`config.mk`:
```
export PLATFORM = sky130hd
export DESIGN_NAME = mem_port_arbiter
export DESIGN_NICKNAME = d
export VERILOG_FILES = /design/src/rtl/rv32i_types.sv /design/src/rtl/rr_grant.sv /design/src/rtl/mem_port_arbiter.sv
export SDC_FILE = /design/constraint.sdc
export NUM_CORES = 1
export LEC_CHECK = 0
export ABC_AREA = 1
export ABC_CLOCK_PERIOD_IN_PS = 2100
export CORE_MARGIN = 3
export CORE_UTILIZATION = 30
export CTS_CLUSTER_DIAMETER = 30
export DETAILED_ROUTE_END_ITERATION = 8
export GPL_TIMING_DRIVEN = 0
export PLACE_DENSITY_LB_ADDON = 0.25
export SKIP_CTS_REPAIR_TIMING = 1
export SYNTH_ARGS = -nofsm -noshare
export SYNTH_HDL_FRONTEND = slang
export SYNTH_HIERARCHICAL = 1
export SYNTH_SLANG_ARGS = --single-unit
export TNS_END_PERCENT = 100
```
`constraint.sdc`:
```
create_clock -name clk -period 2.1 [get_ports clk]
set_input_delay 0.42 -clock clk [delete_from_list [all_inputs] [get_ports clk]]
set_output_delay 0.42 -clock clk [all_outputs]
set_load 0.005 [all_outputs]
```
`src/rtl/rv32i_types.sv`:
```
// Shared types for the CPU memory-side arbiter.
package rv32i_types;

  typedef enum logic [2:0] {
    IDLE,
    BUSY_A,
    BUSY_B,
    DONE_A,
    DONE_B
  } arb_state_t;

  typedef enum logic {
    PORT_A,
    PORT_B
  } arb_port_t;

endpackage

```
`src/rtl/rr_grant.sv`:
```
// Two-requester round-robin grant; the winner is remembered only when the
// grant is actually taken, so idle cycles do not disturb fairness.
module rr_grant
  import rv32i_types::*;
(
  input  logic      clk,
  input  logic      rst,
  input  logic      req_a,
  input  logic      req_b,
  input  logic      take,
  output logic      grant_any,
  output arb_port_t grant
);

  arb_port_t last_grant;

  assign grant_any = req_a | req_b;

  always_comb begin
    grant = PORT_A;
    if (req_a && req_b)
      grant = (last_grant == PORT_A) ? PORT_B : PORT_A;
    else if (req_b)
      grant = PORT_B;
  end

  always_ff @(posedge clk) begin
    if (rst)
      last_grant <= PORT_A;
    else if (take && grant_any)
      last_grant <= grant;
  end

endmodule

```
`src/rtl/mem_port_arbiter.sv`:
```
// Serialises the instruction (A) and data (B) ports onto one downstream memory
// port, returning a one-cycle response pulse to the requester.
//
// state  | meaning
// IDLE   | sample requests, grant one port, latch its command
// BUSY_A | fetch read in flight downstream
// BUSY_B | data read/write in flight downstream
// DONE_A | resp_a pulse; requests ignored this cycle
// DONE_B | resp_b pulse; requests ignored this cycle
module mem_port_arbiter
  import rv32i_types::*;
#(
  parameter int ADDR_W = 32,
  parameter int DATA_W = 32
) (
  input  logic                clk,
  input  logic                rst,
  input  logic                read_a,
  input  logic [ADDR_W-1:0]   address_a,
  output logic                resp_a,
  output logic [DATA_W-1:0]   rdata_a,
  input  logic                read_b,
  input  logic                write,
  input  logic [ADDR_W-1:0]   address_b,
  input  logic [DATA_W-1:0]   wdata,
  input  logic [DATA_W/8-1:0] wmask,
  output logic                resp_b,
  output logic [DATA_W-1:0]   rdata_b,
  output logic                pmem_read,
  output logic                pmem_write,
  output logic [ADDR_W-1:0]   pmem_address,
  output logic [DATA_W-1:0]   pmem_wdata,
  output logic [DATA_W/8-1:0] pmem_wmask,
  input  logic [DATA_W-1:0]   pmem_rdata,
  input  logic                pmem_resp
);

  arb_state_t state;
  arb_port_t  grant;
  logic       grant_any;
  logic       req_b;
  logic       in_idle;

  assign req_b   = read_b | write;
  assign in_idle = (state == IDLE);

  rr_grant u_rr_grant (
    .clk       (clk),
    .rst       (rst),
    .req_a     (read_a),
    .req_b     (req_b),
    .take      (in_idle),
    .grant_any (grant_any),
    .grant     (grant)
  );

  // The pmem_* registers double as the latched command, so later request
  // changes cannot leak downstream while a transaction is in flight.
  always_ff @(posedge clk) begin
    if (rst) begin
      state        <= IDLE;
      resp_a       <= 1'b0;
      resp_b       <= 1'b0;
      rdata_a      <= '0;
      rdata_b      <= '0;
      pmem_read    <= 1'b0;
      pmem_write   <= 1'b0;
      pmem_address <= '0;
      pmem_wdata   <= '0;
      pmem_wmask   <= '0;
    end else begin
      resp_a <= 1'b0;
      resp_b <= 1'b0;
      unique case (state)
        IDLE: begin
          if (grant_any) begin
            if (grant == PORT_B) begin
              pmem_address <= address_b;
              pmem_wdata   <= wdata;
              pmem_wmask   <= wmask;
              pmem_write   <= write;
              pmem_read    <= ~write;
              state        <= BUSY_B;
            end else begin
              pmem_address <= address_a;
              pmem_wdata   <= '0;
              pmem_wmask   <= '0;
              pmem_write   <= 1'b0;
              pmem_read    <= 1'b1;
              state        <= BUSY_A;
            end
          end
        end
        BUSY_A: begin
          if (pmem_resp) begin
            pmem_read <= 1'b0;
            rdata_a   <= pmem_rdata;
            resp_a    <= 1'b1;
            state     <= DONE_A;
          end
        end
        BUSY_B: begin
          if (pmem_resp) begin
            if (pmem_read)
              rdata_b <= pmem_rdata;
            pmem_read  <= 1'b0;
            pmem_write <= 1'b0;
            resp_b     <= 1'b1;
            state      <= DONE_B;
          end
        end
        DONE_A, DONE_B: state <= IDLE;
        default:        state <= IDLE;
      endcase
    end
  end

endmodule
```
==> impl_metrics.ini, run 1 <==
[sta]
rsz0062_at_grt = false
period_minus_slack_ns = 1.932
setup_viol = 0
tns_ns = 0
skew_ns = 0.009257
slew_headroom_pct = 50.99
worstMarginPinSlew_ns = 0.7352
fin_crit_sh_pct = 92.02
slew_viol_final = 0
max_freq_mhz = 517.5
finalHoldViolations = 0

[grt]
grt_pass1_wl_um = 28720
grt_pass1_vias = 5466
grt_overflow_total = 0
grt_usage_pct = 18.26
grt_start_max_net_pins = 17
antenna_found_initial = 0

[logic_synthesis]
ys.flop_type = dfxtp_1
syn_area_mm2 = 0.005485
avgSynthCellArea_um2 = 7.403
mappedNetlistNets = 879
synth_edf_count = 0
ys_ff_latch = 140
seq_area_frac_synth_pct = 51.09
async_reset_ff_share_pct = 0
yosysUniqueCellTypes = 24
yosys_warnings = 6
synthCells = 741

[layout]
register_area_mm2 = 0.002803
area_delta_synth_final_pct = 66.26
post-route-util_pct = 51.83
nFillCells = 1715
n_antenna_cell = 0
drive_gt1_share_pct = 8.206
final_nets = 1173
multi_input_area_mm2 = 0.002278

[floorplan]
ioPinCount = 274
initial_utilization_pct = 31.17
dieWidth_um = 141.2
core-area_mm2 = 0.01760
chipHeight_um = 141.2
die_area_mm2 = 0.01994
rows = 48

[detailed_routing]
first_iter_violations = 249
via_per_inst = 4.529
vias = 5765
drt_first_pass_iters = 4
drcViolationCount = 0
routedWlPerCell_um = 14.65
drt_wl_total_um = 18650
antenna_left = 0

[clock_tree]
cts-root-buf = clkbuf_16
clock_path_buffers = 2
cts.clk_slew.worst_paths_ns = 0.06
ctsHtreeMaxLevel = 4
cts-buffers-inserted = 17
cts_tree = done
cts_sinks = 140
clock_latency_ns = 0.42

[pwr]
leakage_nw = 3.501
power_mw = 10.98
power_density_mw_per_mm2 = 1204
ir_drop_uv = 703.0

[hold_path]
hold_path.class = flip-flop to flip-flop

[placement]
port_buffers = 273
dpl.hpwl_um = 13880
place_congestion = 0.7903

[worst_setup_path]
endpoint_kind = flip-flop
cp.arrival_ns = 2.29
start_kind = input port
crit_required_ns = 2.46
critPathKind = input port to flip-flop
critPathMaxFanout = 10

[run_status]
status = finished, final reports clean

[flow_run]
cap_violations = 0
where the power goes:
group | switching, mW | internal, mW
Clock | 1.24 | 1.77
Sequential | 0.361 | 3.34
Combinational | 2.17 | 2.10
Total | 3.77 | 7.21
critical path, cell delays in order:
cell	delay [ns]
clkdlybuf4s50_1	0.42
or2_2	0.33
or2_1	0.23
inv_1	0.16
nor2_4	0.10
inv_2	0.11
buf_4	0.20
buf_6	0.17
nor2_1	0.05
nor2_1	0.09
cell usage in the layout, fill, tap and decap left out:
master / instances
clkdlybuf4s50_1: 273
nand2_1: 203
dfxtp_1: 140
a21oi_1: 90
nor2_1: 76
o21ai_0: 67
inv_1: 41
nand3_1: 38
clkbuf_1: 29
clkbuf_16: 17
a21oi_2: 12
buf_2: 11
nand2_2: 10
inv_6: 7
clkbuf_2: 6
buf_6: 4
clkinv_2: 3
nor2_4: 2
inv_2: 2
buf_4: 2
bufinv_16: 2
clkinvlp_4: 2
nand2_4: 1
or2_2: 1
nor2_2: 1
nand4_1: 1
buf_1: 1
nor3_4: 1
clkinv_4: 1
buf_12: 1
a21boi_0: 1
or2_1: 1
o21ai_1: 1
state kept, by name (all words and copies together) (netlist names):
signal                 flops
pmem_wmask                 4
resp_b                     1
pmem_write                 1
rdata_b                   32
u_rr_grant/last_grant      1
pmem_read                  1
rdata_a                   32
state                      3
resp_a                     1
pmem_wdata                32
pmem_address              32
through the flow:
| stage | worst slack [ns] | cells | cell area, µm² | hold WS (ns) |
|---|---|---|---|---|
| detailed placement | -0.5221 | 1239 | 8499 | 0.4374 |
| global placement | -0.5231 | 1239 | 8499 | 0.4326 |
| global route | 0.02705 | 1273 | 9120 | 0.4545 |
| floorplan | 0.3714 | 741 | 5485 | 0.4402 |
| finish | 0.1677 | 1273 | 9120 | 0.4456 |
| CTS | -0.09518 | 1271 | 9085 | 0.4473 |
final timing paths:
path	from	end	slack, ns	cells after the start
max	write	pmem_address[26]	0.17	10
min reg2reg	rdata_a[6]	rdata_a[6]	0.45	2
min	rdata_a[6]	rdata_a[6]	0.45	2
max reg2reg	state[1]	rdata_a[14]	0.45	6
cell families after synthesis:
family	Yosys count	synth area share (%)
flops	140	51.09
buf+inv	95	7.368
compound gates	171	16.47
simple gates	335	25.07
cell type report:
type / count / share of cell area (%)
flip-flops and latches: 140 / 30.73
repair buffers: 275 / 30.26
inverters: 43 / 1.770
plain buffers: 52 / 2.744
clock buffers: 17 / 4.665
clock inverters: 15 / 1.756
multi-input cells: 506 / 24.98
well taps: 225 / 3.087
routing by layer:
metal / global-route usage [%] / vias to the layer above / share of wire (%)
met5: 0 / - / 0
met4: 5.762 / 0 / 1.6
met3: 7.700 / 23 / 10
met2: 29.40 / 213 / 46
met1: 22.15 / 2570 / 43
li1: - / 2959 / -
synthesized netlist by cell type, types with 2 or more instances:
cell | number | share of area [%]
nor2_1 | 76 | 5.2
buf_6 | 4 | 0.82
nor2_4 | 2 | 0.41
nand3_1 | 38 | 3.5
nand2_2 | 10 | 1.1
o21ai_0 | 67 | 6.1
nand2_1 | 203 | 14
inv_2 | 2 | 0.14
inv_1 | 41 | 2.8
clkbuf_1 | 35 | 2.4
a21oi_1 | 90 | 8.2
a21oi_2 | 12 | 1.9
dfxtp_1 | 140 | 51
buf_2 | 11 | 1.0
No activity file was read; power rests on OpenSTA's default activity.
==> run 2: changes to the inputs <==
PLACE_DENSITY_LB_ADDON = unset   (was 0.25)
==> run 2 against run 1 <==
Net effect: setup slack improved by 0.034 ns; critical path depth unchanged; cell count is the same; first-iteration DRC count shrank 11%; final area fell by 0.11%; total power decreased by 0.97%; clock-buffer cell count rose by 2; flip-flop and latch count unchanged; sequential share of layout area about the same; maximum frequency rose by 1.8%; non-clock buffer count unchanged; utilization down 0.057 points; critical path type unchanged; largest power group unchanged.
==> impl_metrics.ini, run 2 (synthesis gave the netlist of run 1 again) <==
[grt]
grt_pass1_vias = 5476
grt_start_max_net_pins = 17
grt_pass1_wl_um = 29660
grt_overflow_total = 0
grt_usage_pct = 18.69
antenna_found_initial = 0

[clock_tree]
cts.clk_slew.worst_paths_ns = 0.06
ctsHtreeMaxLevel = 4
cts_tree = done
cts-buffers-inserted = 17
cts_sinks = 140
clock_latency_ns = 0.41
clock_path_buffers = 2
cts-root-buf = clkbuf_16

[layout]
final_common_cell = clkdlybuf4s50_1
drive_gt1_share_pct = 8.206
nFillCells = 1784
final_cells = 1273
final_cell_mix = clkdlybuf4s50_1, nand2_1, dfxtp_1
final_nets = 1173
post-route-util_pct = 51.77
multi_input_area_mm2 = 0.002278
area_delta_synth_final_pct = 66.08
n_antenna_cell = 0
register_area_mm2 = 0.002803

[sta]
worstMarginPinSlew_ns = 0.6924
fin_ws_ns = 0.2016
slew_headroom_pct = 53.84
skew_ns = 0.008925
finalHoldViolations = 0
setup_viol = 0
max_freq_mhz = 526.8
period_minus_slack_ns = 1.898
slew_viol_final = 0
rsz0062_at_grt = false
fin_crit_sh_pct = 90.40
whs_ns = 0.4422

[placement]
dpl.hpwl_um = 14460
place_inst = 1239
pre_cts_slack_ns = -0.4938
port_buffers = 273
place_congestion = 0.7915

[worst_setup_path]
r2r_start = pmem_read
worstSetupStartpoint = write
crit_required_ns = 2.44
critPathKind = input port to flip-flop
endpoint_kind = flip-flop
start_kind = input port
critPathMaxFanout = 10
cp.arrival_ns = 2.24

[floorplan]
core-area_mm2 = 0.01760
ioPinCount = 274
die_area_mm2 = 0.01994
initial_utilization_pct = 31.17
chipHeight_um = 141.2
dieWidth_um = 141.2
rows = 48

[detailed_routing]
drt_wl_total_um = 18950
vias = 5726
drcViolationCount = 0
antenna_left = 0
routedWlPerCell_um = 14.89
via_per_inst = 4.498
drt_first_pass_iters = 4
first_iter_violations = 221

[hold_path]
hold_path.class = flip-flop to flip-flop
hold_start = rdata_a[27]

[pwr]
power_density_mw_per_mm2 = 1193
leakage_nw = 3.490
ir_drop_uv = 547.3
power_mw = 10.87

[run_status]
status = finished, final reports clean

[flow_run]
cap_violations = 0
-- run 2: per-layer routing --
layer | part of all wire (%) | global-route usage [%]
met3 | 8.3 | 6.581
met5 | 0 | 0
met1 | 44 | 23.05
met2 | 47 | 31.13
met4 | 1.0 | 4.844
-- run 2: critical path, cell delays in order --
cell,delay [ns]
clkdlybuf4s50_1,0.41
or2_2,0.33
or2_1,0.24
inv_2,0.11
nor2_4,0.08
inv_2,0.11
buf_4,0.20
buf_6,0.16
nor2_1,0.05
nor2_1,0.11
-- run 2: where the power goes --
part	internal, mW	switching, mW
Clock	1.75	1.18
Sequential	3.34	0.348
Combinational	2.10	2.15
Total	7.20	3.68
-- run 2: final cells by class --
class,count,share of cell area [%]
Multi-Input combinational cell,506,25.01
Buffer,52,2.761
Sequential cell,140,30.77
Inverter,43,1.772
Clock buffer,19,4.752
Timing Repair Buffer,275,30.30
Clock inverter,13,1.552
Tap cell,225,3.090
-- run 2: worst paths after layout --
path              depth (start not counted)          endpoint  slack [ns]
hold / removal                            2       rdata_a[27]        0.44
setup reg to reg                          5       rdata_b[30]        0.50
setup / recovery                         10  pmem_address[30]        0.20
hold reg to reg                           2       rdata_a[27]        0.44
-- run 2: per-stage QoR --
stage / instance area, µm² / TNS (ns)
final: 9110 / 0
after detailed placement: 8499 / -26.98
after CTS: 9074 / -0.4257
after floorplan: 5485 / 0
after global placement: 8499 / -26.61
after global routing: 9110 / 0
==> run 3: changes to the inputs <==
RECOVER_POWER = 100   (was unset)
==> run 3 against run 2 <==
Net effect: register-to-register slack barely moved; first-iteration DRC count rose by 3.2%; sequential power barely moved; utilization fell by 0.16 points; setup slack improved by 0.0035 ns; total power fell by 2.7%; critical path type unchanged; largest power group unchanged.
==> impl_metrics.ini, run 3 (synthesis gave the netlist of run 1 again) <==
[pwr]
leakage_nw = 3.886
power_density_mw_per_mm2 = 1164
power_mw = 10.57
ir_drop_uv = 543.6

[floorplan]
initial_utilization_pct = 31.17
ioPinCount = 274
core-area_mm2 = 0.01760
rows = 48
die_area_mm2 = 0.01994
dieWidth_um = 141.2
chipHeight_um = 141.2

[worst_setup_path]
critPathMaxFanout = 10
cp_slowest_stage_delay_ns = 0.41
critPathKind = input port to flip-flop
endpoint_kind = flip-flop
cp.arrival_ns = 2.24
critPathTopFamily = buffers and inverters
rrSetupSlack_ns = 0.51
start_kind = input port
worstPathCellList = clkdlybuf4s50_1 > or2_2 > or2_1 > inv_2 > nor2_4 > inv_2 > buf_4 > buf_6 > nor2_1 > nor2_1
slowest_stage = clkdlybuf4s50_1
crit_required_ns = 2.44
critPathBufInv = 5

[clock_tree]
clock_path_buffers = 2
cts-root-buf = clkbuf_16
cts-buffers-inserted = 17
ctsHtreeMaxLevel = 4
cts_sinks = 140
clock_latency_ns = 0.41
cts_tree = done
cts.clk_slew.worst_paths_ns = 0.06

[detailed_routing]
drt_first_pass_iters = 4
routedWlPerCell_um = 14.84
drcViolationCount = 0
drt_wl_total_um = 18900
vias = 5736
antenna_left = 0
via_per_inst = 4.506
first_iter_violations = 228

[sta]
whs_ns = 0.4393
fin_crit_sh_pct = 90.23
slew_viol_final = 0
period_minus_slack_ns = 1.895
finalHoldViolations = 0
skew_ns = 0.009192
rsz0062_at_grt = false
worstMarginPinSlew_ns = 0.7042
slew_headroom_pct = 53.05
setup_viol = 0
max_freq_mhz = 527.8
tns_ns = 0

[layout]
drive_gt1_share_pct = 7.347
fin_area_mm2 = 0.009081
final_cell_mix = nand2_1, dfxtp_1, clkdlybuf4s50_1
final_cells = 1273
final_nets = 1173
n_antenna_cell = 0
area_delta_synth_final_pct = 65.56
final_common_cell = nand2_1

[grt]
grt_usage_pct = 18.69
antenna_found_initial = 0
grt_pass1_vias = 5476
grt_start_max_net_pins = 17
grt_overflow_total = 0
grt_pass1_wl_um = 29660

[placement]
port_buffers = 273
place_inst = 1239
place_congestion = 0.7915
place_area_mm2 = 0.008499
dpl.hpwl_um = 14460

[run_status]
status = finished, final reports clean

[flow_run]
cap_violations = 0

[hold_path]
hold_path.class = flip-flop to flip-flop
run 3: cell count changes in the layout (fill, tap and decap cells not counted), moves of 4 or more:
| cell | change |
|---|---|
| dlygate4sd3_1 | +136 |
| nand2_1 | +4 |
| nand2_2 | -4 |
| a21oi_1 | +5 |
| clkdlybuf4s50_1 | -136 |
| a21oi_2 | -5 |
run 3: where the power goes:
group	switching (mW)	internal (mW)	total [mW]
logic	2.13	1.86	3.99
registers	0.319	3.34	3.65
clock network	1.17	1.75	2.93
run 3: layout make-up:
type | instances | area [µm²]
multi-input combinational | 506 | 2250
tap | 225 | 281.5
buffer | 52 | 251.5
sequential | 140 | 2803
inverter | 43 | 161.4
fill | 1792 | 8516
clock inverter | 13 | 141.4
timing repair buffer | 275 | 2760
clock buffer | 19 | 432.9
run 3: final timing paths:
kind	from	endpoint	cells after the start
min reg2reg	rdata_a[27]	rdata_a[27]	2
max	write	pmem_address[30]	10
min	rdata_a[27]	rdata_a[27]	2
max reg2reg	pmem_read	rdata_b[30]	5
run 3: per-layer routing:
layer  global-route usage, %  part of all wire (%)  vias to the layer above
met5                       0                     0                        -
met4                   4.844                  0.99                        0
met3                   6.581                   7.8                       15
met2                   31.13                    47                      176
met1                   23.05                    44                     2576
li1                        -                     -                     2969
run 3: tightest hold or removal path: cells and delay by family (launching register included):
kind	cells	cell delay [ns]
buffers and inverters	1	0.04
AO/OA/AOI/OAI	1	0.05
flip-flops	1	0.30
run 3: stage by stage:
step	util [%]	setup WS, ns
CTS	51.56	-0.05688
floorplan	-	0.3714
detailed placement	48.30	-0.4938
global route	51.61	0.02560
finish	51.61	0.2052
global placement	48.30	-0.5040
